===== src/rtl/c_misalign.sv =====
// RV32C fetch realigner: turns aligned 32-bit fetch words into one instruction per cycle.
// Optional macro C_MISALIGN_HALF_TARGET_EN accepts branch targets on a halfword boundary.
module c_misalign #(
  parameter logic [31:0] NOP = 32'h0000_0013
) (
  input  logic        clk,
  input  logic        reset,
  input  logic        sel_for_branch,
  input  logic [31:0] pc_in,
  input  logic [31:0] inst_in,
  output logic        stall_pc,
  output logic        pc_misaligned_o,
  output logic [31:0] pc_out,
  output logic [31:0] inst_out
);

  localparam int unsigned HW = 16;

  typedef enum logic [1:0] {
    ALIGNED = 2'd0,
    UPPER   = 2'd1,
    SPAN    = 2'd2
  } state_e;

  state_e         state_q, state_d;
  logic [HW-1:0]  buf_hi_q, buf_hi_d;
  logic [31:0]    buf_pc_q, buf_pc_d;

  logic [HW-1:0]  lo_half, hi_half;
  logic           lo_cmp, hi_cmp;
  logic [31:0]    pc_plus2;

  assign lo_half  = inst_in[HW-1:0];
  assign hi_half  = inst_in[31:HW];
  assign lo_cmp   = (lo_half[1:0] != 2'b11);
  assign hi_cmp   = (hi_half[1:0] != 2'b11);
  assign pc_plus2 = pc_in + 32'd2;

  // State register with synchronous reset
  always_ff @(posedge clk) begin
    if (reset) begin
      state_q  <= ALIGNED;
      buf_hi_q <= '0;
      buf_pc_q <= '0;
    end else begin
      state_q  <= state_d;
      buf_hi_q <= buf_hi_d;
      buf_pc_q <= buf_pc_d;
    end
  end

  // Next-state and combinational issue logic
  always_comb begin
    state_d         = state_q;
    buf_hi_d        = buf_hi_q;
    buf_pc_d        = buf_pc_q;
    inst_out        = NOP;
    pc_out          = pc_in;
    stall_pc        = 1'b0;
    pc_misaligned_o = 1'b0;

    if (reset) begin
      state_d = ALIGNED;
    end else if (sel_for_branch) begin
      // Redirect discards any half-assembled instruction
      state_d  = ALIGNED;
      buf_hi_d = '0;
    end else begin
      unique case (state_q)
        ALIGNED: begin
`ifdef C_MISALIGN_HALF_TARGET_EN
          if (pc_in[1]) begin
            if (hi_cmp) begin
              inst_out        = {16'h0, hi_half};
              pc_misaligned_o = 1'b1;
            end else begin
              buf_hi_d = hi_half;
              buf_pc_d = pc_in;
              state_d  = SPAN;
            end
          end else
`endif
          begin
            if (!lo_cmp) begin
              inst_out = inst_in;
            end else begin
              inst_out = {16'h0, lo_half};
              if (hi_cmp) begin
                stall_pc = 1'b1;
                state_d  = UPPER;
              end else begin
                buf_hi_d = hi_half;
                buf_pc_d = pc_plus2;
                state_d  = SPAN;
              end
            end
          end
        end

        UPPER: begin
          inst_out        = {16'h0, hi_half};
          pc_out          = pc_plus2;
          pc_misaligned_o = 1'b1;
          state_d         = ALIGNED;
        end

        SPAN: begin
          inst_out        = {lo_half, buf_hi_q};
          pc_out          = buf_pc_q;
          pc_misaligned_o = 1'b1;
          if (hi_cmp) begin
            stall_pc = 1'b1;
            state_d  = UPPER;
          end else begin
            buf_hi_d = hi_half;
            buf_pc_d = pc_plus2;
          end
        end

        default: state_d = ALIGNED;
      endcase
    end
  end

endmodule


===== config.mk =====
export PLATFORM = sky130hd
export DESIGN_NAME = c_misalign
export DESIGN_NICKNAME = d
export VERILOG_FILES = /design/src/rtl/c_misalign.sv
export SDC_FILE = /design/constraint.sdc
export NUM_CORES = 1
export LEC_CHECK = 0
export ABC_AREA = 1
export CAP_MARGIN = 5
export CORE_ASPECT_RATIO = 0.5
export CORE_UTILIZATION = 47
export CTS_CLUSTER_DIAMETER = 60
export CTS_CLUSTER_SIZE = 12
export DETAILED_ROUTE_END_ITERATION = 8
export GPL_ROUTABILITY_DRIVEN = 0
export PLACE_DENSITY = 0.8
export SETUP_SLACK_MARGIN = 0.3
export SLEW_MARGIN = 25
export SYNTH_ARGS = -nofsm -noshare
export SYNTH_HDL_FRONTEND = slang
export SYNTH_SLANG_ARGS = --single-unit

===== constraint.sdc =====
create_clock -name clk -period 1.9 [get_ports clk]
set_input_delay 0.285 -clock clk [delete_from_list [all_inputs] [get_ports clk]]
set_output_delay 0.285 -clock clk [all_outputs]
set_load 0.02 [all_outputs]

==> results of run 1 <==
==> cell families after synthesis <==
family	Yosys count
AOI/OAI and AO/OA	123
xor gates and xnor gates	16
adders and majority gates	5
buffers and inverters	115
DFF	50
and+or+nand+nor	402
==> what timing repair did <==
action	in CTS
hold buffers	0
gates cloned	9
endpoints found under the setup margin	116
pin swaps	50
setup buffers	24
gates resized for setup	562
==> stage by stage <==
| stage | instances | setup slack [ns] |
|---|---|---|
| floorplan | 711 | 0.194 |
| global placement | 1025 | -0.844 |
| detailed placement | 1025 | -0.877 |
| CTS | 1066 | -0.234 |
==> cells in the mapped netlist <==
master / count
nand3b_1: 2
o2111ai_1: 2
o21ai_0: 43
clkinv_1: 2
dfxtp_1: 50
nand2_2: 5
a21o_1: 2
xor2_1: 13
a22oi_1: 16
nor2_1: 139
o31ai_1: 1
nand4_1: 1
buf_6: 2
inv_1: 74
xnor2_1: 3
nor2_4: 3
o21bai_1: 6
clkbuf_1: 15
nor2_2: 5
a21oi_1: 34
ha_1: 5
o21ai_1: 8
buf_1: 4
a221oi_1: 2
nand2_1: 192
buf_2: 10
inv_2: 4
nand3_1: 55
buf_4: 4
o211ai_1: 9
==> impl_metrics.csv, run 1 <==
group,metric,value,unit
status,status,"aborted with a tool error",
status,haltStage,"5_1_grt",
status,firstError,"[ERROR DPL-0038] Utilization greater than 100%, impossible to legalize",
global_routing,grt_max_degree,27,
synthesis,synth-xor-area-share,3.48,%
synthesis,synth_cells,711,
synthesis,muxShareOfSynthArea,0,%
synthesis,synth_nets,783,
floorplan,die_h,67.5,microns
floorplan,num_rows,23,
synthesis,ys.warnings.count,0,
synthesis,synth_top_family_by_area,"simple AND/OR/NAND/NOR gates",
cts,clk_path_buf_depth,2,
synthesis,yosysTopAreaCellShare,24.8,%
synthesis,ys_top_cells_by_area,"dfxtp_1 (25%), nand2_1 (18%), nor2_1 (13%)",
cts,cts_max_level,2,
placed_design,io_buffers,132,
floorplan,initial_utilization,49.5,%
cts,numCtsBuffers,5,
synthesis,synth-simple-area-share,40.6,%
synthesis,synth_compound_area_share,17.8,%
synthesis,ys_ff_latch,50,
floorplan,io_pins,133,
sta,endpoint_type,"primary output",
floorplan,die_w,133,microns
synthesis,syn_avg_cell_area,5.67,sq um
placed_design,postPlaceCellArea,0.00651,sq mm
synthesis,syn_area,0.00403,sq mm
placed_design,hpwl,11.0,mm
synthesis,synth_cell_type_count,30,
sta,crit_endpoint,"pc_out[12]",
synthesis,yosysTopAreaCell,"dfxtp_1",
cts,cts_root_buffer,"clkbuf_16",
synthesis,synth-seq-area-share,24.8,%
cts,cts.sinks,50,
synthesis,synth_fa_ha_area_share,1.55,%
==> run 2, diff against run 1 <==
- CORE_ASPECT_RATIO: 0.5 -> default
- CORE_UTILIZATION: 47 -> 40
- CTS_CLUSTER_DIAMETER: 60 -> default
- CTS_CLUSTER_SIZE: 12 -> default
- PLACE_DENSITY: 0.8 -> default
- PLACE_DENSITY_LB_ADDON: default -> 0.15
- SETUP_SLACK_MARGIN: 0.3 -> default
==> impl_metrics.csv, run 2 <==
group,metric,value,unit
status,status,"complete, but fails checks",
status,failed_checks,"setup timing",
layout,layout_commonest_cell,"nand2_1",
pwr,p_leak,3.80,nW
pwr,clock_power_share,23.6,%
pwr,swShare,36.6,%
layout,top_register,"buf_pc_q",
sta,worst_pin_slew,0.441,ns
sta,layout_setup_ws,-0.468,ns
drt,vias_per_cell,5.70,
layout,area_growth,96.7,%
drt,drtAntennaViolNets,0,
layout,multi_input_comb_area,0.00354,sq mm
sta,fin_crit_sh,125,%
cts,cts_hold_buffers,0,
pwr,internal-power,2.17,mW
sta,rsz0062_at_grt,"true",
synthesis,ys.warnings.count,0,
critical_path,reg2reg_depth,15,
drt,drtIter0Drc,595,
synthesis,synth_ff_type,"dfxtp_1",
critical_path,crit_chain,"inv_2, ha_4, nand2_4, nor2_4, buf_12, buf_6, nand3_1, o21ai_0, o21bai_1, buf_4",
cts,cts_root_buffer,"clkbuf_8",
layout,most-common-layout-cells,"nand2_1 (155), buf_4 (122), nor2_1 (85)",
cts,cts.sinks,50,
sta,drv_slew,0,
synthesis,yosysTopAreaCellShare,24.8,%
sta,finalSetupViolCount,109,
cts,clk_path_buf_depth,2,
layout,largest_reg_flops,32,
drt,drt-total-wl,20.4,mm
floorplan,die_h,102,microns
sta,fin_crit,2.37,ns
cts,tritoncts,"built",
drt,drt_first_pass_iters,5,
layout,post-route-util,81.1,%
synthesis,ys_ff_latch,50,
pwr,powerDensity,432,mW/mm^2
floorplan,die_w,102,microns
synthesis,yosysMostFrequentCell,"nand2_1",
synthesis,synth_nets,783,
floorplan,initial_utilization,41.2,%
floorplan,io_pins,133,
global_routing,grt_max_degree,27,
synthesis,synth_cells,711,
placed_design,hpwl,11.2,mm
critical_path,start_kind,"register",
synthesis,synth-edff-count,0,
hold_path,hold_path_class,"input port to register",
layout,n_antenna_cell,0,
sta,hold_viol,0,
critical_path,path_max_fanout,11,
sta,fmax,0.422,GHz
synthesis,yosysTopAreaCell,"dfxtp_1",
critical_path,path_class,"register to primary output",
synthesis,syn_avg_cell_area,5.67,sq um
synthesis,synth_cell_type_count,30,
synthesis,synth-seq-area-share,24.8,%
synthesis,synthTopCellsByCount,"nand2_1 (192), nor2_1 (139), inv_1 (74)",
flow_run,maxCapViolCount,0,
global_routing,grt_usage,31.8,%
synthesis,postSynth.asyncResetShare,0,%
layout,top_regs,"buf_pc_q (32), buf_hi_q (16), state_q (2)",
pwr,combPwrFrac,43.2,%
layout,nFillCells,575,
drt,avgRoutedWirePerCell,18.8,microns
critical_path,endpoint_kind,"primary output",
sta,max_slew_margin,70.5,%
floorplan,die_area,0.0105,sq mm
placed_design,io_buffers,132,
pwr,peakVddDrop,0.000354,V
synthesis,ys_top_cells_by_area,"dfxtp_1 (25%), nand2_1 (18%), nor2_1 (13%)",
global_routing,grt_first_pass_wirelength,25.8,mm
hold_path,hold_path_depth,3,
drt,drc_errors,0,
cts,cts_max_level,2,
cts,numCtsBuffers,5,
cts,clkSlewWorstSetupHoldPaths,0.11,ns
sta,clock_skew,0.0106,ns
layout,fin_nets,1027,
global_routing,first_global_vias,5449,
cts,insertion_delay,0.32,ns
global_routing,grt_overflow,0,
drt,vias,6208,
pwr,power_frac_seq,33.2,%
floorplan,coreArea,0.00977,sq mm
layout,post_route_cells_drive_above_1_share,45.3,%
layout,seq_area,0.00100,sq mm
sta,whs,0.423,ns
critical_path,slowest_stage,"dfxtp_2",
global_routing,antenna_found_initial,0,
synthesis,syn_area,0.00403,sq mm
pwr,p_sw,1.25,mW
critical_path,worst_ep_arrival_time,2.08,ns
floorplan,num_rows,36,
critical_path,critPathMaxStageDelay,0.36,ns
critical_path,crit_required,1.62,ns
-- run 2: cell counts after synthesis --
Identical to the previous run, type by type.
-- run 2: cell families after synthesis --
family                     Yosys count  synth area share (%)
xor gates and xnor gates            16                  3.48
DFF                                 50                  24.8
adders and majority gates            5                  1.55
AOI/OAI and AO/OA                  123                  17.8
and+or+nand+nor                    402                  40.6
buffers and inverters              115                  11.8
-- run 2: final timing paths --
kind                                  from                         to  slack (ns)
setup reg to reg   state_q[0]$_SDFFE_PP0P_  buf_pc_q[16]$_SDFFE_PP0P_       -0.33
hold reg to reg   buf_hi_q[5]$_SDFFE_PP0P_   buf_hi_q[5]$_SDFFE_PP0P_        0.47
hold / removal                    pc_in[1]   buf_pc_q[1]$_SDFFE_PP0P_        0.42
setup / recovery   state_q[0]$_SDFFE_PP0P_                 pc_out[12]       -0.47
-- run 2: area by class of cell --
| class | instances | share of cell area, % |
|---|---|---|
| clock buffers | 6 | 0.916 |
| clock inverters | 2 | 0.474 |
| inverters | 80 | 4.36 |
| multi-input cells | 546 | 44.7 |
| flip-flops and latches | 50 | 12.7 |
| well taps | 133 | 2.10 |
| repair buffers | 268 | 33.9 |
| repair inverters | 4 | 0.821 |
-- run 2: routing by layer --
metal | global-route usage (%) | part of all wire (%) | vias up | routed length [microns]
met1 | 37.2 | 36 | 2872 | 7350
met3 | 5.40 | 9.5 | 142 | 1940
met2 | 56.8 | 48 | 441 | 9860
li1 | - | - | 2753 | -
met5 | 0 | 0 | - | 0
met4 | 14.1 | 6.3 | 0 | 1280
-- run 2: metrics by stage --
stage / setup TNS, ns / setup WS, ns / power (mW) / area (sq um) / std cells
6_report: -22.39 / -0.468 / 3.42 / 7920 / 1089
4_1_cts: -12.39 / -0.339 / 3.14 / 7050 / 1072
3_3_place_gp: -45.31 / -0.955 / 2.19 / 6160 / 1039
3_5_place_dp: -48.90 / -0.976 / 2.21 / 6160 / 1039
5_1_grt: -28.20 / -0.649 / 3.54 / 7920 / 1089
2_1_floorplan: 0 / 0.0270 / 1.64 / 4050 / 711
-- run 2: power by group through the flow --
stage | sequential (mW) | clock (mW) | combinational [mW]
global placement | 1.14 | 0 | 1.05
detailed placement | 1.14 | 0 | 1.07
finish | 1.14 | 0.808 | 1.48
global route | 1.14 | 0.852 | 1.55
floorplan | 1.14 | 0 | 0.501
CTS | 1.12 | 0.802 | 1.22
-- run 2: what timing repair did --
| item | 4_1_cts | 5_1_grt |
|---|---|---|
| gates cloned | 6 | 6 |
| pin swaps | 40 | 51 |
| buffers inserted | 19 | 17 |
| setup endpoints to repair | 107 | 109 |
| gates resized for setup | 521 | 220 |
-- run 2: critical path: cells and delay by family, from the launching register on --
kind | cells | cell delay, ns
AOI/OAI and AO/OA | 2 | 0.31
buffers and inverters | 4 | 0.55
and+or+nand+nor | 3 | 0.28
DFF | 1 | 0.36
adders and majority gates | 1 | 0.27
Note: power is estimated with default switching activity, not from simulation.
